### src/rtl/cpu_types_pkg.sv
// Shared datapath types for the ID/EX pipeline controller: words, register
// indices, the decoded control bundle and the stage-advance FSM states.
package cpu_types_pkg;
    typedef logic [31:0] word_t;
    typedef logic [4:0]  regbits_t;

    typedef struct packed {
        logic [3:0] aluop;
        logic       alusrc;
        logic       memrd;
        logic       memwr;
        logic       memtoreg;
    } ctrl_t;

    typedef enum logic [1:0] {RUN = 2'd0, DWAIT = 2'd1, HALTED = 2'd2} pipe_state_t;

    localparam word_t NOP_INSTR = 32'h0;
endpackage

### src/rtl/id_ex_pipe_ctrl_if.sv
// Stall/advance interface between the fetch/decode side (master) and the
// IF/ID + ID/EX register controller (slave).
interface id_ex_pipe_ctrl_if #(parameter int CNT_W = 32);
    import cpu_types_pkg::*;

    logic             ihit, dhit, mem_req, IDdopause, ex_flush;
    word_t            if_instr, if_npc;
    regbits_t         id_rs, id_rt, id_wsel;
    logic             id_RegWr, id_halt;
    ctrl_t            id_ctrl;

    word_t            ifid_instr, ifid_npc;
    logic             ifid_valid;
    regbits_t         EXwsel, EXrs, EXrt;
    logic             EXRegWr;
    ctrl_t            idex_ctrl;
    logic             idex_valid;
    logic             pc_en, halt;
    logic [CNT_W-1:0] stall_cnt;

    modport slave (
        input  ihit, dhit, mem_req, IDdopause, ex_flush, if_instr, if_npc,
               id_rs, id_rt, id_wsel, id_RegWr, id_halt, id_ctrl,
        output ifid_instr, ifid_npc, ifid_valid, EXwsel, EXrs, EXrt, EXRegWr,
               idex_ctrl, idex_valid, pc_en, halt, stall_cnt
    );

    modport master (
        output ihit, dhit, mem_req, IDdopause, ex_flush, if_instr, if_npc,
               id_rs, id_rt, id_wsel, id_RegWr, id_halt, id_ctrl,
        input  ifid_instr, ifid_npc, ifid_valid, EXwsel, EXrs, EXrt, EXRegWr,
               idex_ctrl, idex_valid, pc_en, halt, stall_cnt
    );
endinterface

### src/rtl/pipe_reg.sv
// Pipeline data register: clears to all-zero on reset or bubble, loads on en,
// otherwise holds.
module pipe_reg #(
    parameter int W = 8
) (
    input  logic         CLK,
    input  logic         RST,
    input  logic         en,
    input  logic         bubble,
    input  logic [W-1:0] d,
    output logic [W-1:0] q
);
    always_ff @(posedge CLK or posedge RST) begin
        if (RST)         q <= '0;
        else if (bubble) q <= '0;
        else if (en)     q <= d;
    end
endmodule

### src/rtl/id_ex_pipe_ctrl.sv
// IF/ID and ID/EX stage-advance controller: decides load/hold/bubble per cycle,
// tracks data-memory waits and halt, and counts RAW-hazard stall cycles.
module id_ex_pipe_ctrl
    import cpu_types_pkg::*;
#(
    parameter int CNT_W = 32
) (
    input logic              CLK,
    input logic              RST,
    id_ex_pipe_ctrl_if.slave bus
);
    localparam int IFID_W = 1 + 2 * $bits(word_t);
    localparam int IDEX_W = 1 + 3 * $bits(regbits_t) + 1 + $bits(ctrl_t);

    pipe_state_t       r_state;
    logic [CNT_W-1:0]  r_stall_cnt;

    logic              w_dwait, w_active, w_flush, w_stall, w_halt_set;
    logic              w_ifid_en, w_ifid_bubble, w_idex_bubble;
    logic              w_ifid_valid, w_ex_regwr;
    logic [IFID_W-1:0] w_ifid_d, w_ifid_q;
    logic [IDEX_W-1:0] w_idex_d, w_idex_q;

    // A data-memory wait freezes everything, including a pending flush.
    assign w_dwait  = bus.mem_req & ~bus.dhit;
    assign w_active = (r_state != HALTED) & ~w_dwait;
    assign w_flush  = w_active & bus.ex_flush;
    assign w_stall  = w_active & ~bus.ex_flush & bus.IDdopause & bus.ihit;

    assign w_ifid_en     = w_active & ~w_stall;
    assign w_ifid_bubble = w_flush | (w_ifid_en & ~bus.ihit);
    // Advancing an empty IF/ID is a bubble too, so stray decode ctrl never leaks.
    assign w_idex_bubble = w_flush | w_stall | (w_active & ~w_ifid_valid);
    assign w_halt_set    = w_active & ~bus.ex_flush & ~w_stall & w_ifid_valid & bus.id_halt;

    assign w_ifid_d = {1'b1, bus.if_instr, bus.if_npc};
    assign w_idex_d = {1'b1, bus.id_rs, bus.id_rt, bus.id_wsel, bus.id_RegWr, bus.id_ctrl};

    pipe_reg #(.W(IFID_W)) u_ifid (
        .CLK(CLK), .RST(RST), .en(w_ifid_en), .bubble(w_ifid_bubble),
        .d(w_ifid_d), .q(w_ifid_q)
    );

    pipe_reg #(.W(IDEX_W)) u_idex (
        .CLK(CLK), .RST(RST), .en(w_active), .bubble(w_idex_bubble),
        .d(w_idex_d), .q(w_idex_q)
    );

    assign {w_ifid_valid, bus.ifid_instr, bus.ifid_npc} = w_ifid_q;
    assign {bus.idex_valid, bus.EXrs, bus.EXrt, bus.EXwsel, w_ex_regwr, bus.idex_ctrl} = w_idex_q;

    assign bus.ifid_valid = w_ifid_valid;
    assign bus.EXRegWr    = w_ex_regwr & bus.idex_valid;
    assign bus.pc_en      = ~RST & w_active & (bus.ex_flush | (bus.ihit & ~bus.IDdopause));
    assign bus.halt       = (r_state == HALTED);
    assign bus.stall_cnt  = r_stall_cnt;

    always_ff @(posedge CLK or posedge RST) begin
        if (RST)                      r_state <= RUN;
        else if (r_state == HALTED)   r_state <= HALTED;
        else if (w_dwait)             r_state <= DWAIT;
        else if (w_halt_set)          r_state <= HALTED;
        else                          r_state <= RUN;
    end

    always_ff @(posedge CLK or posedge RST) begin
        if (RST)
            r_stall_cnt <= '0;
        else if (w_stall && (r_stall_cnt != {CNT_W{1'b1}}))
            r_stall_cnt <= r_stall_cnt + {{(CNT_W-1){1'b0}}, 1'b1};
    end
endmodule

### src/flat_wrapper.sv
// flat-port wrapper written by rule: the top's interface ports become plain ports
module id_ex_pipe_ctrl_flat import cpu_types_pkg::*;
#(
    parameter int CNT_W = 32
)
  (CLK, RST, bus_ihit, bus_dhit, bus_mem_req, bus_IDdopause, bus_ex_flush, bus_if_instr, bus_if_npc, bus_id_rs, bus_id_rt, bus_id_wsel, bus_id_RegWr, bus_id_halt, bus_id_ctrl, bus_ifid_instr, bus_ifid_npc, bus_ifid_valid, bus_EXwsel, bus_EXrs, bus_EXrt, bus_EXRegWr, bus_idex_ctrl, bus_idex_valid, bus_pc_en, bus_halt, bus_stall_cnt);
  id_ex_pipe_ctrl_if #(.CNT_W(CNT_W)) bus_i ();
  input logic CLK;
  input logic RST;
  input wire logic [$bits(bus_i.ihit)-1:0] bus_ihit;
  input wire logic [$bits(bus_i.dhit)-1:0] bus_dhit;
  input wire logic [$bits(bus_i.mem_req)-1:0] bus_mem_req;
  input wire logic [$bits(bus_i.IDdopause)-1:0] bus_IDdopause;
  input wire logic [$bits(bus_i.ex_flush)-1:0] bus_ex_flush;
  input wire logic [$bits(bus_i.if_instr)-1:0] bus_if_instr;
  input wire logic [$bits(bus_i.if_npc)-1:0] bus_if_npc;
  input wire logic [$bits(bus_i.id_rs)-1:0] bus_id_rs;
  input wire logic [$bits(bus_i.id_rt)-1:0] bus_id_rt;
  input wire logic [$bits(bus_i.id_wsel)-1:0] bus_id_wsel;
  input wire logic [$bits(bus_i.id_RegWr)-1:0] bus_id_RegWr;
  input wire logic [$bits(bus_i.id_halt)-1:0] bus_id_halt;
  input wire logic [$bits(bus_i.id_ctrl)-1:0] bus_id_ctrl;
  output wire logic [$bits(bus_i.ifid_instr)-1:0] bus_ifid_instr;
  output wire logic [$bits(bus_i.ifid_npc)-1:0] bus_ifid_npc;
  output wire logic [$bits(bus_i.ifid_valid)-1:0] bus_ifid_valid;
  output wire logic [$bits(bus_i.EXwsel)-1:0] bus_EXwsel;
  output wire logic [$bits(bus_i.EXrs)-1:0] bus_EXrs;
  output wire logic [$bits(bus_i.EXrt)-1:0] bus_EXrt;
  output wire logic [$bits(bus_i.EXRegWr)-1:0] bus_EXRegWr;
  output wire logic [$bits(bus_i.idex_ctrl)-1:0] bus_idex_ctrl;
  output wire logic [$bits(bus_i.idex_valid)-1:0] bus_idex_valid;
  output wire logic [$bits(bus_i.pc_en)-1:0] bus_pc_en;
  output wire logic [$bits(bus_i.halt)-1:0] bus_halt;
  output wire logic [$bits(bus_i.stall_cnt)-1:0] bus_stall_cnt;
  assign bus_i.ihit = bus_ihit;
  assign bus_i.dhit = bus_dhit;
  assign bus_i.mem_req = bus_mem_req;
  assign bus_i.IDdopause = bus_IDdopause;
  assign bus_i.ex_flush = bus_ex_flush;
  assign bus_i.if_instr = bus_if_instr;
  assign bus_i.if_npc = bus_if_npc;
  assign bus_i.id_rs = bus_id_rs;
  assign bus_i.id_rt = bus_id_rt;
  assign bus_i.id_wsel = bus_id_wsel;
  assign bus_i.id_RegWr = bus_id_RegWr;
  assign bus_i.id_halt = bus_id_halt;
  assign bus_i.id_ctrl = bus_id_ctrl;
  assign bus_ifid_instr = bus_i.ifid_instr;
  assign bus_ifid_npc = bus_i.ifid_npc;
  assign bus_ifid_valid = bus_i.ifid_valid;
  assign bus_EXwsel = bus_i.EXwsel;
  assign bus_EXrs = bus_i.EXrs;
  assign bus_EXrt = bus_i.EXrt;
  assign bus_EXRegWr = bus_i.EXRegWr;
  assign bus_idex_ctrl = bus_i.idex_ctrl;
  assign bus_idex_valid = bus_i.idex_valid;
  assign bus_pc_en = bus_i.pc_en;
  assign bus_halt = bus_i.halt;
  assign bus_stall_cnt = bus_i.stall_cnt;
  id_ex_pipe_ctrl #(.CNT_W(CNT_W)) u_core (.CLK(CLK), .RST(RST), .bus(bus_i));
endmodule
### config.mk
export PLATFORM = sky130hd
export DESIGN_NAME = id_ex_pipe_ctrl_flat
export DESIGN_NICKNAME = d
export VERILOG_FILES = /design/src/rtl/cpu_types_pkg.sv /design/src/rtl/id_ex_pipe_ctrl_if.sv /design/src/rtl/pipe_reg.sv /design/src/rtl/id_ex_pipe_ctrl.sv /design/src/flat_wrapper.sv
export SDC_FILE = /design/constraint.sdc
export NUM_CORES = 1
export LEC_CHECK = 0
export CORE_ASPECT_RATIO = 0.5
export CORE_MARGIN = 5
export CORE_UTILIZATION = 29
export DETAILED_ROUTE_END_ITERATION = 10
export PLACE_DENSITY_LB_ADDON = 0.1
export RECOVER_POWER = 25
export SETUP_SLACK_MARGIN = 0.02
export SLEW_MARGIN = 20
export SYNTH_ARGS = -nofsm -noshare
export SYNTH_HDL_FRONTEND = slang
export SYNTH_SLANG_ARGS = --single-unit
### constraint.sdc
create_clock -name CLK -period 9.34 [get_ports CLK]
set_input_delay 2.802 -clock CLK [delete_from_list [all_inputs] [get_ports CLK]]
set_output_delay 2.802 -clock CLK [all_outputs]
set_load 0.005 [all_outputs]
* After elaboration in Yosys (flattened, before gate mapping)
Index checks and enable logic that the tools add are counted.
** Cells by class
- Add/subtract/negate cells :: 1
- Multiply operators :: 0
- Divide/modulo/power cells :: 0
- Order comparisons :: 0
- Eq/ne operators :: 3
- Shift-type cells :: 0
- Muxes and demuxes :: 7
- Bitwise operators :: 28
- Reductions and logical operators :: 3
** Operators by type and width (count)
- 65-bit two-way mux :: 2
- 25-bit two-way mux :: 2
- 32-bit by 1-bit adder with 32-bit output, second input constant :: 1
- 32-bit != test, second input constant :: 1
- 1-bit AND :: 16
- 1-bit inverter :: 8
- 2-bit two-way mux :: 3
- 1-bit bitwise OR :: 4
- 2-bit nonzero test :: 2
- 2-bit == test, second input constant :: 1
- 2-bit != test, second input constant :: 1
- 1-bit logical AND :: 1
** Storage, ports and cells
- Flip-flop bits (word level) :: 124
- Latch bits :: 0
- Bits in writable memories :: 0
- Bits in read-only memories :: 0
- Input port bits :: 96
- Output and inout port bits :: 124
- Word-level logic and storage cells :: 46
- Memories :: 0

* Depth between registers and ports, before layout
Gate-level depths: netlist of run 1.
- Depth in word-level cells :: 14
- Gate-level depth with buffers :: 8

* Modules after synthesis
From an unflattened synthesis of run 1, not the netlist that was laid out.
** Second synthesis, totals
- Cell total of the unflattened synthesis :: 468
- Area, all modules :: 5540.3 µm²
** Modules (own cells, without submodules)
- pipe_reg (u_core.u_ifid) :: times used 1, cells an instance 210, area each 2671.3 µm²
- id_ex_pipe_ctrl :: times used 1, cells an instance 176, area each 1830.5 µm²
- pipe_reg (u_core.u_idex) :: times used 1, cells an instance 82, area each 1038.5 µm²

* Worst setup path after synthesis of run 1
No wires, ideal clock.
- Path type :: in2out
- From :: input bus_dhit
- To :: output bus_pc_en
- Arrival :: 3.600 ns
- Setup slack :: 2.938 ns
- Stages on the path :: 4
- Buffers on the path :: 1
- Cell sequence :: nand2b_1 -> nand2_1 -> clkbuf_1 -> nor3_1
** Between the ends
- Longest elaborated chain between the ends :: 6
** Ends and longest elaborated chain
- from (decl) :: line flat_wrapper.sv:11 : input wire logic [$bits(bus_i.dhit)-1:0] bus_dhit;
- 1-bit inverter :: line id_ex_pipe_ctrl.sv:25 : assign w_dwait = bus.mem_req & ~bus.dhit;
- 1-bit AND :: line id_ex_pipe_ctrl.sv:25
- 1-bit inverter :: line id_ex_pipe_ctrl.sv:26 : assign w_active = (r_state != HALTED) & ~w_dwait;
- 1-bit AND :: line id_ex_pipe_ctrl.sv:26
- 1-bit AND (2 in series) :: line id_ex_pipe_ctrl.sv:54 : assign bus.pc_en = ~RST & w_active & (bus.ex_flush | (bus.ihit & ~bus.IDdopause));
- to (decl) :: line flat_wrapper.sv:32 : output wire logic [$bits(bus_i.pc_en)-1:0] bus_pc_en;
Every way passes these cells.

* Worst setup path after layout of run 1
Ends and elaborated chain as after synthesis.

==> results of run 1 <==
[layer usage]
metal  vias to the layer above  track usage
met1                      1993        0.195
met2                        90        0.236
met3                        11       0.0437
li1                       1938            -
met4                         0       0.0486
met5                         -            0
[power by group]
part	internal [mW]	switching, mW
Combinational	0.203	0.153
Sequential	0.608	0.0424
Clock	0.455	0.253
[sequential cells by signal, summed over array words and instances (netlist names)]
name and cells:
u_core.bus.stall_cnt 32, u_core.u_idex.q 25, u_core.r_state 2, u_core.u_ifid.q 65
[through the flow]
stage	total power, mW	cells
floorplan	0.810	442
global placement	1.03	855
detailed placement	1.03	855
CTS	1.75	886
global route	1.80	887
finish	1.71	887
[cell type report]
type                            count  area (um2)  area share
Inverter                            5        20.0     0.00250
Multi-Input combinational cell    267        1710       0.214
Timing Repair Buffer              226        2250       0.281
Clock inverter                     13         193      0.0241
Sequential cell                   124        3100       0.387
Tap cell                          234         293      0.0366
Clock buffer                       18         439      0.0548
[worst max-delay path by stage]
stage / endpoint / slack [ps] / cells past startpoint
2_1_floorplan: bus_pc_en / 2940 / 4
3_3_place_gp: bus_pc_en / 2180 / 5
3_5_place_dp: bus_pc_en / 2190 / 5
4_1_cts: bus_pc_en / 2190 / 5
5_1_grt: bus_pc_en / 2020 / 5
6_report: bus_pc_en / 2160 / 5
[kinds of logic (layout without fill, tap and decap cells)]
family	Yosys count	count (layout)
buffers and inverters	51	262
AND/OR/NAND/NOR	141	141
AO/OA/AOI/OAI	93	93
flip-flops	124	124
adder cells (fa/ha/maj)	1	1
multiplexers	1	1
XOR/XNOR	31	31
[critical path, cell delays in order]
cell,delay (ps)
sky130_fd_sc_hd__dlygate4sd3_1,510
sky130_fd_sc_hd__nand2b_1,220
sky130_fd_sc_hd__nand2_1,110
sky130_fd_sc_hd__nor3_1,170
sky130_fd_sc_hd__clkdlybuf4s50_1,570
[cells in the final DEF (no fill, tap or decap), drive strengths merged, types with 2 or more instances in the layout]
cell type and n:
nor3b 3, and4 5, bufinv 4, dlygate4sd3 20, or4 2, nand4 13
nand2 70, and2 4, a21oi 31, nand2b 2, a22o 59, xor2 5
buf 7, nor2 8, clkbuf 18, clkdlybuf4s50 199, clkinv 6, nor3 7
dfrtp 124, and3 7, nand3 14, xnor2 26, inv 5, clkinvlp 3
==> flow_summary.html, run 1 <==
<table>
<tr><th>Metric</th><th>Value</th></tr>
<tr><th colspan="2">Timing</th></tr>
<tr><td>Final period demand of the worst path</td><td>7180 ps</td></tr>
<tr><td>Transition time at the pin with the least slew margin</td><td>3010 ps</td></tr>
<tr><td>Summed negative setup slack over all endpoints</td><td>0 ps</td></tr>
<tr><td>Maximum clock rate</td><td>139 MHz</td></tr>
<tr><td>Share of the clock period used by the worst path</td><td>0.769</td></tr>
<tr><td>Setup violation total in the final timing report</td><td>0</td></tr>
<tr><td>Headroom to the max-slew limit</td><td>-1.02</td></tr>
<tr><td>Largest clock skew in the final design</td><td>11.0 ps</td></tr>
<tr><td>Unrepaired setup endpoints after global routing</td><td>false</td></tr>
<tr><td>Max-slew violation total from the final report</td><td>68</td></tr>
<tr><td>Worst hold margin</td><td>496 ps</td></tr>
<tr><td>Crit path setup slack, layout</td><td>2160 ps</td></tr>
<tr><td>Hold violation count in the final report</td><td>0</td></tr>
<tr><th colspan="2">Critical path</th></tr>
<tr><td>Start-to-end type of the worst setup path</td><td>input port to output port</td></tr>
<tr><td>Critical path required time</td><td>6540 ps</td></tr>
<tr><td>Startpoint of the worst-slack reg-to-reg timing path</td><td>u_core.bus.stall_cnt[0]$_DFFE_PP0P_</td></tr>
<tr><td>Crit end category</td><td>output port</td></tr>
<tr><td>Maximum fanout encountered on the critical timing path</td><td>6</td></tr>
<tr><td>Crit path launch type</td><td>input port</td></tr>
<tr><td>Arrival time worst endpoint</td><td>4380 ps</td></tr>
<tr><td>Number of cells traversed by the worst register-to-register path</td><td>6</td></tr>
<tr><td>Launching element of the worst setup path</td><td>bus_dhit</td></tr>
<tr><td>Setup slack of the worst register-to-register path</td><td>6860 ps</td></tr>
<tr><td>R2R Path End</td><td>u_core.bus.stall_cnt[1]$_DFFE_PP0P_</td></tr>
<tr><th colspan="2">Synth</th></tr>
<tr><td>Number of enable flip-flop cells after synthesis</td><td>0</td></tr>
<tr><td>Top-count cell post-synth</td><td>sky130_fd_sc_hd__dfrtp_1</td></tr>
<tr><td>Xor and xnor fraction of the mapped netlist area</td><td>0.0531</td></tr>
<tr><td>Mux cell area share after synthesis</td><td>0.00220</td></tr>
<tr><td>Post-Synthesis Cell Area</td><td>5110 um2</td></tr>
<tr><td>Cell accounting for the most synthesized area</td><td>sky130_fd_sc_hd__dfrtp_1</td></tr>
<tr><td>Syn nets</td><td>539</td></tr>
<tr><td>Syn_area_per_cell</td><td>11.6 um2</td></tr>
<tr><td>Area fraction in compound gates after synthesis</td><td>0.137</td></tr>
<tr><td>Portion of the post-synthesis area used by sequential elements</td><td>0.607</td></tr>
<tr><td>Synthesized netlist cell count</td><td>442</td></tr>
<tr><td>Flip-flop and latch count after synthesis</td><td>124</td></tr>
<tr><td>Synth warnings</td><td>0</td></tr>
<tr><td>Most frequent cells after synthesis</td><td>sky130_fd_sc_hd__dfrtp_1 (124), sky130_fd_sc_hd__nand2_1 (70), sky130_fd_sc_hd__a22o_1 (59)</td></tr>
<tr><td>Post-synth top flop</td><td>sky130_fd_sc_hd__dfrtp_1</td></tr>
<tr><td>Adder-cell share of the synthesized area</td><td>0.00245</td></tr>
<tr><td>Share of synthesized cell area in and, or, nand and nor gates</td><td>0.140</td></tr>
<tr><td>Largest cells by area after synthesis</td><td>sky130_fd_sc_hd__dfrtp_1 (61%), sky130_fd_sc_hd__a22o_1 (10%), sky130_fd_sc_hd__nand2_1 (5.1%), sky130_fd_sc_hd__xnor2_1 (4.5%), sky130_fd_sc_hd__buf_4 (3.4%)</td></tr>
<tr><td>Distinct cells, synth</td><td>38</td></tr>
<tr><td>Async set or reset register ratio after synthesis</td><td>1.00</td></tr>
<tr><td>Top cell type's share of synthesized area</td><td>0.607</td></tr>
<tr><td>Combinational family with the most area after synthesis</td><td>simple AND/OR/NAND/NOR gates</td></tr>
<tr><th colspan="2">Floorplanning</th></tr>
<tr><td>Area of the core</td><td>17400 um2</td></tr>
<tr><td>Initial core utilization</td><td>0.295</td></tr>
<tr><td>Total Die Area</td><td>20500 um2</td></tr>
<tr><td>Vert. Die Dim</td><td>104 um</td></tr>
<tr><td>X dimension of the die</td><td>198 um</td></tr>
<tr><td>Standard-cell row count</td><td>34</td></tr>
<tr><td>Io pins</td><td>220</td></tr>
<tr><th colspan="2">GRT</th></tr>
<tr><td>Antenna violations before repair</td><td>0</td></tr>
<tr><td>Pin count of the biggest net entering global routing</td><td>68</td></tr>
<tr><td>Grt total ovfl</td><td>0</td></tr>
<tr><td>Via count of the first global-routing pass</td><td>4239</td></tr>
<tr><td>Wire length of the first global-routing pass</td><td>24200 um</td></tr>
<tr><td>Global-route usage over all layers</td><td>0.148</td></tr>
<tr><th colspan="2">CTS</th></tr>
<tr><td>Number of buffers between clock root and the deepest sink</td><td>2</td></tr>
<tr><td>Hold-fix buffers at CTS</td><td>0</td></tr>
<tr><td>Total CTS buffers</td><td>17</td></tr>
<tr><td>Number of setup buffers added after CTS</td><td>0</td></tr>
<tr><td>Gates resized, CTS repair</td><td>0</td></tr>
<tr><td>Worst skew pair latency</td><td>410 ps</td></tr>
<tr><td>Number of sinks on the clock net</td><td>124</td></tr>
<tr><td>CTS Root Cell</td><td>sky130_fd_sc_hd__clkbuf_16</td></tr>
<tr><td>CTS tree</td><td>built</td></tr>
<tr><td>Number of H-tree levels</td><td>4</td></tr>
<tr><td>Clock input transition at the sequential cells of the worst setup and hold paths</td><td>60 ps</td></tr>
<tr><th colspan="2">Drt</th></tr>
<tr><td>Highest routed metal layer</td><td>met4</td></tr>
<tr><td>Met3 wire length</td><td>784 um</td></tr>
<tr><td>First-iteration detailed-routing DRC count</td><td>166</td></tr>
<tr><td>Total length of routed met2 wires</td><td>7380 um</td></tr>
<tr><td>Routed Antenna Nets</td><td>0</td></tr>
<tr><td>Number of iterations in the first detailed-routing pass</td><td>4</td></tr>
<tr><td>Detailed-route vias per instance</td><td>4.55</td></tr>
<tr><td>Post-Route WL</td><td>15100 um</td></tr>
<tr><td>Met1 wire length</td><td>6730 um</td></tr>
<tr><td>Post-DR wirelength/cell</td><td>17.0 um</td></tr>
<tr><td>DRC</td><td>0</td></tr>
<tr><td>Total via count in the routed design</td><td>4032</td></tr>
<tr><th colspan="2">Hold path</th></tr>
<tr><td>Min-Delay Path Depth</td><td>1</td></tr>
<tr><td>Class of the most critical hold timing path</td><td>register to register</td></tr>
<tr><td>Start point of the worst min-delay path</td><td>u_core.bus.stall_cnt[28]$_DFFE_PP0P_</td></tr>
<tr><td>Hold Path End</td><td>u_core.bus.stall_cnt[28]$_DFFE_PP0P_</td></tr>
<tr><th colspan="2">Cells and area</th></tr>
<tr><td>Post-route cell area</td><td>8010 um2</td></tr>
<tr><td>Filler cell count in the final layout</td><td>1682</td></tr>
<tr><td>Antenna diodes</td><td>0</td></tr>
<tr><td>Synth-to-layout area growth</td><td>56.6%</td></tr>
<tr><td>Net total in the final layout</td><td>738</td></tr>
<tr><td>Share of post-route cells with drive strength above 1</td><td>0.0720</td></tr>
<tr><td>Final core area utilization</td><td>0.462</td></tr>
<tr><th colspan="2">Pwr</th></tr>
<tr><td>Power per standard cell area</td><td>214 nW/um2</td></tr>
<tr><td>Max IR drop VDD</td><td>0.112 mV</td></tr>
<tr><td>P_leak</td><td>3.52 nW</td></tr>
<tr><th colspan="2">Placement</th></tr>
<tr><td>Area after DPL</td><td>7380 um2</td></tr>
<tr><td>Routability congestion estimate</td><td>0.741</td></tr>
<tr><td># port buffers</td><td>219</td></tr>
<tr><td>Post-DP HPWL</td><td>10500 um</td></tr>
<tr><td>Minimum setup slack after placement</td><td>2190 ps</td></tr>
<tr><th colspan="2">Run status</th></tr>
<tr><td>Failing checks</td><td>capacitance limit, slew limit</td></tr>
<tr><td>Result of the run</td><td>finished, violations left</td></tr>
<tr><th colspan="2">Run</th></tr>
<tr><td>Max-cap check violation count</td><td>1</td></tr>
</table>
(Power assumes the default switching activity.)
==> run 2: changes to the inputs <==
==> constraint.sdc (replaced) <==
create_clock -name CLK -period 6.9 [get_ports CLK]
set_input_delay 2.07 -clock CLK [delete_from_list [all_inputs] [get_ports CLK]]
set_output_delay 2.07 -clock CLK [all_outputs]
set_load 0.005 [all_outputs]
==> run 2 against run 1 <==
  * The flow still finishes with violations (capacitance limit, slew limit)
  * Total power rose by 31%
  * First-iteration DRC count fell by 3.0%
  * Via count rose by 0.87%
  * Register-to-register slack got worse by 2500 ps
  * Global-route usage barely moved
  * Core utilization fell by 0.30 points
  * Clock skew fell by 1.3 ps
  * Wire length fell by 0.21%
  * Hold slack got worse by 1.9 ps
  * Sequential share of layout area rose by 0.25 points
  * Critical path depth did not move
  * Count of clock-buffer cells in the layout rose by 7
==> flow_summary.html, run 2 (same netlist as run 1, synthesis figures left out) <==
<table>
<tr><th>Metric</th><th>Value</th></tr>
<tr><th colspan="2">Cells and area</th></tr>
<tr><td>Register containing the most flip-flops in the final layout</td><td>u_core.u_ifid.q (unchanged)</td></tr>
<tr><td>Net total in the final layout</td><td>739 (was 738)</td></tr>
<tr><td>Max FFs per register</td><td>65 (unchanged)</td></tr>
<tr><td>Most used cells in the layout excluding fill and tap cells</td><td>sky130_fd_sc_hd__clkdlybuf4s50_1 (217), sky130_fd_sc_hd__dfrtp_1 (124), sky130_fd_sc_hd__nand2_1 (70) (was sky130_fd_sc_hd__clkdlybuf4s50_1 (199), sky130_fd_sc_hd__dfrtp_1 (124), sky130_fd_sc_hd__nand2_1 (70))</td></tr>
<tr><td>Filler cell count in the final layout</td><td>1666 (was 1682)</td></tr>
<tr><td>Number of standard cells in the final layout excluding fillers</td><td>890 (was 887)</td></tr>
<tr><td>Area of the multi-input gates</td><td>1710 um2 (unchanged)</td></tr>
<tr><td>Reg area</td><td>3100 um2 (unchanged)</td></tr>
<tr><td>Most common cell after layout, fill and taps aside</td><td>sky130_fd_sc_hd__clkdlybuf4s50_1 (unchanged)</td></tr>
<tr><td>Synth-to-layout area growth</td><td>55.6% (was 56.6%)</td></tr>
<tr><td>Post-route cell area</td><td>7960 um2 (was 8010 um2)</td></tr>
<tr><td>Share of post-route cells with drive strength above 1</td><td>0.0656 (was 0.0720)</td></tr>
<tr><th colspan="2">Floorplanning</th></tr>
<tr><td>Area of the core</td><td>17400 um2 (unchanged)</td></tr>
<tr><td>Initial core utilization</td><td>0.295 (unchanged)</td></tr>
<tr><td>Io pins</td><td>220 (unchanged)</td></tr>
<tr><td>Total Die Area</td><td>20500 um2 (unchanged)</td></tr>
<tr><td>Standard-cell row count</td><td>34 (unchanged)</td></tr>
<tr><td>Vert. Die Dim</td><td>104 um (unchanged)</td></tr>
<tr><td>X dimension of the die</td><td>198 um (unchanged)</td></tr>
<tr><th colspan="2">Timing</th></tr>
<tr><td>Summed negative setup slack over all endpoints</td><td>0 ps (unchanged)</td></tr>
<tr><td>Final period demand of the worst path</td><td>5710 ps</td></tr>
<tr><td>Crit path setup slack, layout</td><td>1190 ps (was 2160 ps)</td></tr>
<tr><td>Maximum clock rate</td><td>175 MHz</td></tr>
<tr><td>Setup violation total in the final timing report</td><td>0 (unchanged)</td></tr>
<tr><td>Hold violation count in the final report</td><td>0 (unchanged)</td></tr>
<tr><td>Transition time at the pin with the least slew margin</td><td>2200 ps (was 3010 ps)</td></tr>
<tr><td>Headroom to the max-slew limit</td><td>-0.464 (was -1.02)</td></tr>
<tr><td>Largest clock skew in the final design</td><td>9.69 ps (was 11.0 ps)</td></tr>
<tr><td>Unrepaired setup endpoints after global routing</td><td>false (unchanged)</td></tr>
<tr><td>Share of the clock period used by the worst path</td><td>0.827</td></tr>
<tr><td>Max-slew violation total from the final report</td><td>41 (was 68)</td></tr>
<tr><th colspan="2">Drt</th></tr>
<tr><td>Number of iterations in the first detailed-routing pass</td><td>5 (was 4)</td></tr>
<tr><td>Post-Route WL</td><td>15000 um (was 15100 um)</td></tr>
<tr><td>Detailed-route vias per instance</td><td>4.57 (was 4.55)</td></tr>
<tr><td>DRC</td><td>0 (unchanged)</td></tr>
<tr><td>Routed Antenna Nets</td><td>0 (unchanged)</td></tr>
<tr><td>Post-DR wirelength/cell</td><td>16.9 um (was 17.0 um)</td></tr>
<tr><td>Total via count in the routed design</td><td>4067 (was 4032)</td></tr>
<tr><td>First-iteration detailed-routing DRC count</td><td>161 (was 166)</td></tr>
<tr><th colspan="2">GRT</th></tr>
<tr><td>Antenna violations before repair</td><td>1 (was 0)</td></tr>
<tr><td>Pin count of the biggest net entering global routing</td><td>65 (was 68)</td></tr>
<tr><td>Global-route usage over all layers</td><td>0.148 (about the same)</td></tr>
<tr><td>Via count of the first global-routing pass</td><td>4208 (was 4239)</td></tr>
<tr><td>Grt total ovfl</td><td>0 (unchanged)</td></tr>
<tr><td>Wire length of the first global-routing pass</td><td>24100 um (was 24200 um)</td></tr>
<tr><th colspan="2">CTS</th></tr>
<tr><td>Hold-fix buffers at CTS</td><td>0 (unchanged)</td></tr>
<tr><td>Total CTS buffers</td><td>17 (unchanged)</td></tr>
<tr><td>Number of setup buffers added after CTS</td><td>0 (unchanged)</td></tr>
<tr><td>Gates resized, CTS repair</td><td>0 (unchanged)</td></tr>
<tr><td>Worst skew pair latency</td><td>410 ps (about the same)</td></tr>
<tr><td>CTS Root Cell</td><td>sky130_fd_sc_hd__clkbuf_16 (unchanged)</td></tr>
<tr><td>Number of sinks on the clock net</td><td>124 (unchanged)</td></tr>
<tr><td>CTS tree</td><td>built (unchanged)</td></tr>
<tr><td>Number of H-tree levels</td><td>4 (unchanged)</td></tr>
<tr><td>Clock input transition at the sequential cells of the worst setup and hold paths</td><td>60 ps (about the same)</td></tr>
<tr><td>Number of buffers between clock root and the deepest sink</td><td>2 (unchanged)</td></tr>
<tr><th colspan="2">Placement</th></tr>
<tr><td>Routability congestion estimate</td><td>0.744 (was 0.741)</td></tr>
<tr><td>Post-DP HPWL</td><td>10600 um (was 10500 um)</td></tr>
<tr><td>Minimum setup slack after placement</td><td>1200 ps (was 2190 ps)</td></tr>
<tr><td># port buffers</td><td>219 (unchanged)</td></tr>
<tr><td>Area after DPL</td><td>7390 um2 (was 7380 um2)</td></tr>
<tr><td>Placed cells</td><td>856 (was 855)</td></tr>
<tr><th colspan="2">Run status</th></tr>
<tr><td>Result of the run</td><td>finished, violations left (unchanged)</td></tr>
<tr><td>Failing checks</td><td>capacitance limit, slew limit (unchanged)</td></tr>
<tr><th colspan="2">Critical path</th></tr>
<tr><td>Start-to-end type of the worst setup path</td><td>input port to output port (unchanged)</td></tr>
<tr><td>Maximum fanout encountered on the critical timing path</td><td>6 (unchanged)</td></tr>
<tr><td>Crit path launch type</td><td>input port (unchanged)</td></tr>
<tr><td>Critical path required time</td><td>4830 ps (was 6540 ps)</td></tr>
<tr><td>Arrival time worst endpoint</td><td>3640 ps (was 4380 ps)</td></tr>
<tr><td>Setup slack of the worst register-to-register path</td><td>4380 ps (was 6860 ps)</td></tr>
<tr><td>Crit end category</td><td>output port (unchanged)</td></tr>
<tr><th colspan="2">Pwr</th></tr>
<tr><td>Power per standard cell area</td><td>282 nW/um2 (was 214 nW/um2)</td></tr>
<tr><td>Total chip power</td><td>2.25 mW (was 1.71 mW)</td></tr>
<tr><td>P_leak</td><td>3.45 nW (was 3.52 nW)</td></tr>
<tr><td>Max IR drop VDD</td><td>0.222 mV (was 0.112 mV)</td></tr>
<tr><th colspan="2">Run</th></tr>
<tr><td>Max-cap check violation count</td><td>1 (unchanged)</td></tr>
<tr><th colspan="2">Hold path</th></tr>
<tr><td>Class of the most critical hold timing path</td><td>register to register (unchanged)</td></tr>
</table>
-- run 2: cell count changes in the layout (fill, tap and decap cells not counted), moves of 2 or more --
cell	delta
sky130_fd_sc_hd__bufinv_16	-2
sky130_fd_sc_hd__clkinv_4	-5
sky130_fd_sc_hd__clkbuf_8	+2
sky130_fd_sc_hd__clkinv_2	+3
sky130_fd_sc_hd__clkbuf_1	+6
sky130_fd_sc_hd__dlygate4sd3_1	-18
sky130_fd_sc_hd__clkdlybuf4s50_1	+18
-- run 2: stage by stage --
| stage | util | hold slack (ps) |
|---|---|---|
| global placement | 0.426 | 479 |
| detailed placement | 0.426 | 487 |
| floorplan | - | 465 |
| global route | 0.459 | 515 |
| CTS | 0.459 | 500 |
| finish | 0.459 | 494 |
-- run 2: worst paths after layout --
check | start | to | depth (start not counted)
min in group asynchronous | RST | u_core.u_idex.q[23]$_DFFE_PP0P_ | 2
hold reg to reg | u_core.bus.stall_cnt[28]$_DFFE_PP0P_ | u_core.bus.stall_cnt[28]$_DFFE_PP0P_ | 1
hold / removal | u_core.bus.stall_cnt[28]$_DFFE_PP0P_ | u_core.bus.stall_cnt[28]$_DFFE_PP0P_ | 1
setup reg to reg | u_core.bus.stall_cnt[26]$_DFFE_PP0P_ | u_core.bus.stall_cnt[1]$_DFFE_PP0P_ | 5
setup / recovery | bus_dhit | bus_pc_en | 5
max in group asynchronous | RST | u_core.bus.stall_cnt[11]$_DFFE_PP0P_ | 3
-- run 2: metal layers --
layer | routed length (um) | vias up | track usage | share of wire
li1 | - | 1936 | - | -
met1 | 6580 | 1994 | 0.196 | 0.44
met2 | 7260 | 121 | 0.230 | 0.48
met3 | 970 | 16 | 0.0489 | 0.064
met4 | 230 | 0 | 0.0486 | 0.015
met5 | 0 | - | 0 | 0
-- run 2: worst max-delay path, cell delays in order --
cell and delay (ps):
sky130_fd_sc_hd__dlygate4sd3_1 510, sky130_fd_sc_hd__nand2b_1 220, sky130_fd_sc_hd__nand2_1 110, sky130_fd_sc_hd__nor3_1 170
sky130_fd_sc_hd__clkdlybuf4s50_1 560
-- run 2: cell type report --
type,count,area share
antenna,1,0.000314
clock buffer,25,0.0610
clock inverter,7,0.0110
inverter,5,0.00252
multi-input combinational,267,0.215
sequential,124,0.390
tap,234,0.0368
timing repair buffer,227,0.283
-- run 2: report_power, final --
part / internal, mW / switching (mW) / leakage (nW) / total, mW
clock: 0.559 / 0.319 / 0.281 / 0.878
sequential: 0.824 / 0.0580 / 1.67 / 0.882
combinational: 0.281 / 0.207 / 1.50 / 0.488
total: 1.66 / 0.584 / 3.45 / 2.25
==> run 3: changes to the inputs <==
==> constraint.sdc (replaced) <==
create_clock -name CLK -period 5.62 [get_ports CLK]
set_input_delay 1.686 -clock CLK [delete_from_list [all_inputs] [get_ports CLK]]
set_output_delay 1.686 -clock CLK [all_outputs]
set_load 0.005 [all_outputs]
==> run 3 against run 2 <==
  * Critical path type unchanged
  * Non-clock buffer count is 1 lower
  * Sequential cell count unchanged
  * Largest power group is now clock
  * The run still ends with capacitance limit, slew limit left
  * Critical endpoint unchanged
  * Wire length is 1.4% lower
  * First-iteration DRC count up 0.62%
  * Final area grew 0.46%
  * Highest routed layer unchanged
  * Combinational power is 23% higher
  * Core utilization rose by 0.21 points
  * Worst setup slack lost 520 ps
  * Die area unchanged
==> flow_summary.html, run 3 (same netlist as run 1, synthesis figures left out) <==
<table>
<tr><th>Metric</th><th>Value</th></tr>
<tr><th colspan="2">Cells and area</th></tr>
<tr><td>Area of the multi-input gates</td><td>1710 um2 (unchanged)</td></tr>
<tr><td>Net total in the final layout</td><td>738 (was 739)</td></tr>
<tr><td>Max FFs per register</td><td>65 (unchanged)</td></tr>
<tr><td>Antenna diodes</td><td>0 (was 1)</td></tr>
<tr><td>Synth-to-layout area growth</td><td>56.3% (was 55.6%)</td></tr>
<tr><td>Register containing the most flip-flops in the final layout</td><td>u_core.u_ifid.q (unchanged)</td></tr>
<tr><td>Share of post-route cells with drive strength above 1</td><td>0.0719 (was 0.0656)</td></tr>
<tr><td>Reg area</td><td>3100 um2 (unchanged)</td></tr>
<tr><td>Most used cells in the layout excluding fill and tap cells</td><td>sky130_fd_sc_hd__clkdlybuf4s50_1 (217), sky130_fd_sc_hd__dfrtp_1 (124), sky130_fd_sc_hd__nand2_1 (70) (unchanged)</td></tr>
<tr><td>Most common cell after layout, fill and taps aside</td><td>sky130_fd_sc_hd__clkdlybuf4s50_1 (unchanged)</td></tr>
<tr><td>Filler cell count in the final layout</td><td>1679 (was 1666)</td></tr>
<tr><th colspan="2">GRT</th></tr>
<tr><td>Via count of the first global-routing pass</td><td>4184 (was 4208)</td></tr>
<tr><td>Pin count of the biggest net entering global routing</td><td>65 (unchanged)</td></tr>
<tr><td>Wire length of the first global-routing pass</td><td>23700 um (was 24100 um)</td></tr>
<tr><td>Antenna violations before repair</td><td>0 (was 1)</td></tr>
<tr><td>Grt total ovfl</td><td>0 (unchanged)</td></tr>
<tr><td>Global-route usage over all layers</td><td>0.146 (was 0.148)</td></tr>
<tr><th colspan="2">CTS</th></tr>
<tr><td>Number of sinks on the clock net</td><td>124 (unchanged)</td></tr>
<tr><td>CTS tree</td><td>built (unchanged)</td></tr>
<tr><td>Gates resized, CTS repair</td><td>0 (unchanged)</td></tr>
<tr><td>Total CTS buffers</td><td>17 (unchanged)</td></tr>
<tr><td>Number of H-tree levels</td><td>4 (unchanged)</td></tr>
<tr><td>Number of buffers between clock root and the deepest sink</td><td>2 (unchanged)</td></tr>
<tr><td>Worst skew pair latency</td><td>410 ps (about the same)</td></tr>
<tr><td>Hold-fix buffers at CTS</td><td>0 (unchanged)</td></tr>
<tr><td>Clock input transition at the sequential cells of the worst setup and hold paths</td><td>60 ps (about the same)</td></tr>
<tr><td>Number of setup buffers added after CTS</td><td>0 (unchanged)</td></tr>
<tr><td>CTS Root Cell</td><td>sky130_fd_sc_hd__clkbuf_16 (unchanged)</td></tr>
<tr><th colspan="2">Hold path</th></tr>
<tr><td>Start point of the worst min-delay path</td><td>u_core.bus.stall_cnt[28]$_DFFE_PP0P_ (unchanged)</td></tr>
<tr><td>Min-Delay Path Depth</td><td>1 (unchanged)</td></tr>
<tr><td>Hold Path End</td><td>u_core.bus.stall_cnt[28]$_DFFE_PP0P_ (unchanged)</td></tr>
<tr><td>Class of the most critical hold timing path</td><td>register to register (unchanged)</td></tr>
<tr><th colspan="2">Pwr</th></tr>
<tr><td>Power per standard cell area</td><td>351 nW/um2 (was 282 nW/um2)</td></tr>
<tr><td>Total chip power</td><td>2.81 mW (was 2.25 mW)</td></tr>
<tr><td>Max IR drop VDD</td><td>0.263 mV (was 0.222 mV)</td></tr>
<tr><td>P_leak</td><td>3.47 nW (was 3.45 nW)</td></tr>
<tr><th colspan="2">Timing</th></tr>
<tr><td>Final period demand of the worst path</td><td>4950 ps</td></tr>
<tr><td>Summed negative setup slack over all endpoints</td><td>0 ps (unchanged)</td></tr>
<tr><td>Transition time at the pin with the least slew margin</td><td>2550 ps (was 2200 ps)</td></tr>
<tr><td>Headroom to the max-slew limit</td><td>-0.702 (was -0.464)</td></tr>
<tr><td>Maximum clock rate</td><td>202 MHz</td></tr>
<tr><td>Share of the clock period used by the worst path</td><td>0.881</td></tr>
<tr><td>Max-slew violation total from the final report</td><td>64 (was 41)</td></tr>
<tr><td>Largest clock skew in the final design</td><td>11.2 ps (was 9.69 ps)</td></tr>
<tr><td>Setup violation total in the final timing report</td><td>0 (unchanged)</td></tr>
<tr><td>Unrepaired setup endpoints after global routing</td><td>false (unchanged)</td></tr>
<tr><td>Hold violation count in the final report</td><td>0 (unchanged)</td></tr>
<tr><th colspan="2">Critical path</th></tr>
<tr><td>Critical path required time</td><td>3930 ps (was 4830 ps)</td></tr>
<tr><td>Startpoint of the worst-slack reg-to-reg timing path</td><td>u_core.bus.stall_cnt[26]$_DFFE_PP0P_ (unchanged)</td></tr>
<tr><td>Number of buffers and inverters on the critical path</td><td>2 (unchanged)</td></tr>
<tr><td>Crit path launch type</td><td>input port (unchanged)</td></tr>
<tr><td>R2R Path End</td><td>u_core.bus.stall_cnt[1]$_DFFE_PP0P_ (unchanged)</td></tr>
<tr><td>Maximum fanout encountered on the critical timing path</td><td>6 (unchanged)</td></tr>
<tr><td>Number of cells traversed by the worst register-to-register path</td><td>5 (unchanged)</td></tr>
<tr><td>Crit end category</td><td>output port (unchanged)</td></tr>
<tr><td>Slowest cell on crit path</td><td>sky130_fd_sc_hd__clkdlybuf4s50_1 (unchanged)</td></tr>
<tr><td>Family of cells with the greatest summed delay on the critical path</td><td>buffers and inverters (unchanged)</td></tr>
<tr><td>Start-to-end type of the worst setup path</td><td>input port to output port (unchanged)</td></tr>
<tr><td>Crit-path cells</td><td>dlygate4sd3_1 -&gt; nand2b_1 -&gt; nand2_1 -&gt; nor3_1 -&gt; clkdlybuf4s50_1 (unchanged)</td></tr>
<tr><td>Arrival time worst endpoint</td><td>3260 ps (was 3640 ps)</td></tr>
<tr><td>Setup slack of the worst register-to-register path</td><td>3130 ps (was 4380 ps)</td></tr>
<tr><td>Launching element of the worst setup path</td><td>bus_dhit (unchanged)</td></tr>
<tr><td>Slowest Stage Delay on Critical Path</td><td>560 ps (about the same)</td></tr>
<tr><th colspan="2">Drt</th></tr>
<tr><td>Total via count in the routed design</td><td>4057 (was 4067)</td></tr>
<tr><td>Number of iterations in the first detailed-routing pass</td><td>4 (was 5)</td></tr>
<tr><td>Detailed-route vias per instance</td><td>4.57 (about the same)</td></tr>
<tr><td>DRC</td><td>0 (unchanged)</td></tr>
<tr><td>Post-Route WL</td><td>14800 um (was 15000 um)</td></tr>
<tr><td>First-iteration detailed-routing DRC count</td><td>162 (was 161)</td></tr>
<tr><td>Routed Antenna Nets</td><td>0 (unchanged)</td></tr>
<tr><td>Post-DR wirelength/cell</td><td>16.7 um (was 16.9 um)</td></tr>
<tr><th colspan="2">Placement</th></tr>
<tr><td>Routability congestion estimate</td><td>0.758 (was 0.744)</td></tr>
<tr><td># port buffers</td><td>219 (unchanged)</td></tr>
<tr><td>Post-DP HPWL</td><td>10400 um (was 10600 um)</td></tr>
<tr><th colspan="2">Floorplanning</th></tr>
<tr><td>X dimension of the die</td><td>198 um (unchanged)</td></tr>
<tr><td>Standard-cell row count</td><td>34 (unchanged)</td></tr>
<tr><td>Io pins</td><td>220 (unchanged)</td></tr>
<tr><td>Total Die Area</td><td>20500 um2 (unchanged)</td></tr>
<tr><td>Vert. Die Dim</td><td>104 um (unchanged)</td></tr>
<tr><td>Area of the core</td><td>17400 um2 (unchanged)</td></tr>
<tr><td>Initial core utilization</td><td>0.295 (unchanged)</td></tr>
<tr><th colspan="2">Run status</th></tr>
<tr><td>Failing checks</td><td>capacitance limit, slew limit (unchanged)</td></tr>
<tr><td>Result of the run</td><td>finished, violations left (unchanged)</td></tr>
<tr><th colspan="2">Run</th></tr>
<tr><td>Max-cap check violation count</td><td>1 (unchanged)</td></tr>
</table>
## run 3: cell types whose count changed in the layout (fill, tap and decap cells not counted), moves of 2 or more
cell,delta
sky130_fd_sc_hd__clkbuf_1,-6
sky130_fd_sc_hd__clkinv_4,+3
sky130_fd_sc_hd__clkinvlp_4,+3
sky130_fd_sc_hd__clkbuf_8,-2
## run 3: metrics by stage
step | utilization | setup WS (ps) | hold WS (ps) | std cells | instance area (um2)
6_report | 0.461 | 669 | 490 | 888 | 8000
5_1_grt | 0.461 | 567 | 506 | 888 | 8000
4_1_cts | 0.462 | 692 | 497 | 888 | 8010
3_3_place_gp | 0.427 | 697 | 479 | 856 | 7400
2_1_floorplan | - | 635 | 465 | 442 | 5110
3_5_place_dp | 0.427 | 691 | 489 | 856 | 7400
## run 3: area by class of cell
type	count	share of cell area
Clock inverter	14	0.0213
Sequential cell	124	0.388
Clock buffer	18	0.0549
Multi-Input combinational cell	267	0.214
Inverter	5	0.00235
Tap cell	234	0.0366
Timing Repair Buffer	226	0.282
## run 3: per-layer routing
| layer | vias to the layer above | GRT usage | wire length (um) |
|---|---|---|---|
| met5 | - | 0 | 0 |
| met4 | 0 | 0.0457 | 113 |
| met3 | 9 | 0.0508 | 847 |
| met2 | 90 | 0.235 | 7380 |
| met1 | 2021 | 0.186 | 6480 |
| li1 | 1937 | - | - |
## run 3: worst reg2reg max path: stages, from the launching register on
cell and delay [ps]:
sky130_fd_sc_hd__dfrtp_1 410, sky130_fd_sc_hd__and3_1 230, sky130_fd_sc_hd__nand4_1 230, sky130_fd_sc_hd__or4_1 930
sky130_fd_sc_hd__nand2_1 230, sky130_fd_sc_hd__mux2_2 340
## run 3: how the worst max path moves through the flow
stage	endpoint	slack (ps)	depth (start not counted)
6_report	bus_pc_en	670	5
5_1_grt	bus_pc_en	570	5
4_1_cts	bus_pc_en	690	5
3_5_place_dp	bus_pc_en	690	5
3_3_place_gp	bus_pc_en	700	5
2_1_floorplan	u_core.bus.stall_cnt[0]$_DFFE_PP0P_	630	1
## run 3: power breakdown
part           internal (mW)  leakage, nW  switching, mW
Combinational          0.345         1.51          0.253
Sequential              1.01         1.67         0.0701
Clock                  0.710        0.288          0.420
Total                   2.07         3.47          0.744
==> variant (settings of run 3) <==
`CNT_W` is set to 32 in 3 places; all go to 40.
--- a/src/rtl/id_ex_pipe_ctrl_if.sv
+++ b/src/rtl/id_ex_pipe_ctrl_if.sv
@@ -1,6 +1,6 @@
 // Stall/advance interface between the fetch/decode side (master) and the
 // IF/ID + ID/EX register controller (slave).
-interface id_ex_pipe_ctrl_if #(parameter int CNT_W = 32);
+interface id_ex_pipe_ctrl_if #(parameter int CNT_W = 40);
     import cpu_types_pkg::*;
 
     logic             ihit, dhit, mem_req, IDdopause, ex_flush;
--- a/src/rtl/id_ex_pipe_ctrl.sv
+++ b/src/rtl/id_ex_pipe_ctrl.sv
@@ -3,7 +3,7 @@
 module id_ex_pipe_ctrl
     import cpu_types_pkg::*;
 #(
-    parameter int CNT_W = 32
+    parameter int CNT_W = 40
 ) (
     input logic              CLK,
     input logic              RST,
--- a/src/flat_wrapper.sv
+++ b/src/flat_wrapper.sv
@@ -1,7 +1,7 @@
 // flat-port wrapper written by rule: the top's interface ports become plain ports
 module id_ex_pipe_ctrl_flat import cpu_types_pkg::*;
 #(
-    parameter int CNT_W = 32
+    parameter int CNT_W = 40
 )
   (CLK, RST, bus_ihit, bus_dhit, bus_mem_req, bus_IDdopause, bus_ex_flush, bus_if_instr, bus_if_npc, bus_id_rs, bus_id_rt, bus_id_wsel, bus_id_RegWr, bus_id_halt, bus_id_ctrl, bus_ifid_instr, bus_ifid_npc, bus_ifid_valid, bus_EXwsel, bus_EXrs, bus_EXrt, bus_EXRegWr, bus_idex_ctrl, bus_idex_valid, bus_pc_en, bus_halt, bus_stall_cnt);
   id_ex_pipe_ctrl_if #(.CNT_W(CNT_W)) bus_i ();
Ports: changed (resized bus_stall_cnt); port bits go from 220 to 228. The function was not compared with the original's and may differ.
==> variant against run 3 <==
The flow still finishes with violations (max-capacitance violations, max-slew violations). Worst setup slack worse by 0.023 ns. Register-to-register slack gained 0.06 ns. Final cell count is 17% higher. Wire length up 17%. Sequential share of layout area decreased by 0.60 points. Non-clock buffer count up 9. Total power rose by 1.2%. First-iteration DRC count up 52%. Synthesized cell count is 25% higher. Final area rose by 8.1%. Sequential power grew 6%. Clock skew fell by 0.0034 ns. Area after synthesis up 11%. Sequential cell count up 8.
==> variant: results (changes against run 3) <==
| Metric | Value |
|---|---|
| Status | complete, but fails checks |
| Failing checks | max-capacitance violations, max-slew violations |
| Slew HR | -0.9084 (-0.2069) |
| Routed len/inst | 16.70 um (about the same) |
| # nets final | 853 (+16%) |
| Reg2reg path depth | 6 (+1) |
| Met3 Usage GRT | 0.03507 (-0.01574) |
| Synth area leaders | dfrtp_1 (58%), nand2_1 (9.8%), a22o_1 (3.7%) |
| Via Count | 4610 (+14%) |
| Hold Startpoint | u_core.u_ifid.q[62] |
| Min-Delay Endpoint | u_core.u_ifid.q[62] |
| Largest net degree at the start of global routing | 98 (+51%) |
| Routability cong. | 0.7279 (-3.9%) |
| Maximum vdd ir drop | 0.0002005 V (-24%) |
| P_leak | 3.773 nW (+8.8%) |
| Setup Skew | 0.007771 ns (-0.003431 ns) |
| Dpl cells | 1003 (+17%) |
| Syn avg cell area | 10.26 um2 (-11%) |
| Flop-to-flop setup slack | 3.19 ns (+0.06 ns) |
| Hold path depth | 2 (+1) |
| Share of layout cells above drive strength 1 | 0.07152 (-0.0003440) |
| Vias in the first global route | 4742 (+13%) |
| Most instantiated cells after synthesis | nand2_1 (148), dfrtp_1 (132), a21oi_1 (33), o21ai_0 (33) |
| First-pass GRT wire length | 27480 um (+16%) |
| M1 GR Usage | 0.2059 (+0.02010) |
| Total of max-cap violations | 1 (unchanged) |
| All-Layer GR Usage | 0.1543 (+0.007917) |
| Pins Over Slew Limit | 74 (+16%) |
| Port bufs | 227 (+3.7%) |
| CP arrival | 3.29 ns (+0.03 ns) |
| Synth Net Count | 651 (+21%) |
| Finished Layout Cells | 1035 (+17%) |
| Pre-CTS WS | 0.7221 ns (+0.03063 ns) |
| Initial DRC count | 247 (+52%) |
| DP HPWL | 12020 um (+15%) |
-- variant: changes by cell type after synthesis, moves of 5 or more --
cell / run 3 / this run
nand2_1: 70 / 148
nor3_1: 7 / 12
o21ai_0: 0 / 33
a22o_1: 59 / 24
dfrtp_1: 124 / 132
xnor2_1: 26 / 18
xor2_1: 5 / 21
-- variant: stage by stage --
stage	hold WS, ns	utilization	area (um2)
2_1_floorplan	0.4652	-	5685
3_3_place_gp	0.4617	0.4171	8078
3_5_place_dp	0.4706	0.4171	8078
4_1_cts	0.4833	0.4466	8650
5_1_grt	0.5145	0.4463	8645
6_report	0.4781	0.4463	8645
-- variant: how the worst max path moves through the flow --
stage | start | endpoint | slack (ns) | depth (start not counted)
2_1_floorplan | RST | u_core.bus.stall_cnt[0] | 0.41 | 1
3_3_place_gp | bus_dhit | bus_pc_en | 0.77 | 5
3_5_place_dp | bus_dhit | bus_pc_en | 0.72 | 5
4_1_cts | bus_dhit | bus_pc_en | 0.73 | 5
5_1_grt | bus_dhit | bus_pc_en | 0.55 | 5
6_report | bus_dhit | bus_pc_en | 0.65 | 5
-- variant: routing by layer --
layer	up-vias	part of all wire	wire length, um
met5	-	0	0
met4	0	0.0085	147
met3	14	0.041	713
met2	110	0.49	8512
met1	2233	0.46	7910
li1	2253	-	-
-- variant: cell type report --
type / instances / area [um2]
well taps: 266 / 332.8
flip-flops and latches: 132 / 3303
clock inverters: 9 / 103.9
inverters: 4 / 15.01
multi-input cells: 366 / 2090
fillers: 1870 / 10720
clock buffers: 23 / 467.9
repair buffers: 235 / 2332
-- variant: cell families after synthesis --
family | share of synthesized area
AND/OR/NAND/NOR | 0.1985
buffers and inverters | 0.05524
XOR/XNOR | 0.06008
adder cells (fa/ha/maj) | 0.002200
AO/OA/AOI/OAI | 0.1010
flip-flops | 0.5810
multiplexers | 0.001980
-- variant: power breakdown --
part / internal, W / switching (W)
logic: 0.000334 / 0.000278
registers: 0.00107 / 0.0000714
clock network: 0.000675 / 0.000418
-- variant: critical path, cell delays in order --
cell and delay (ns):
dlygate4sd3_1 0.51, nand2b_1 0.25, nand2_1 0.11, nor3_1 0.19, clkdlybuf4s50_1 0.54
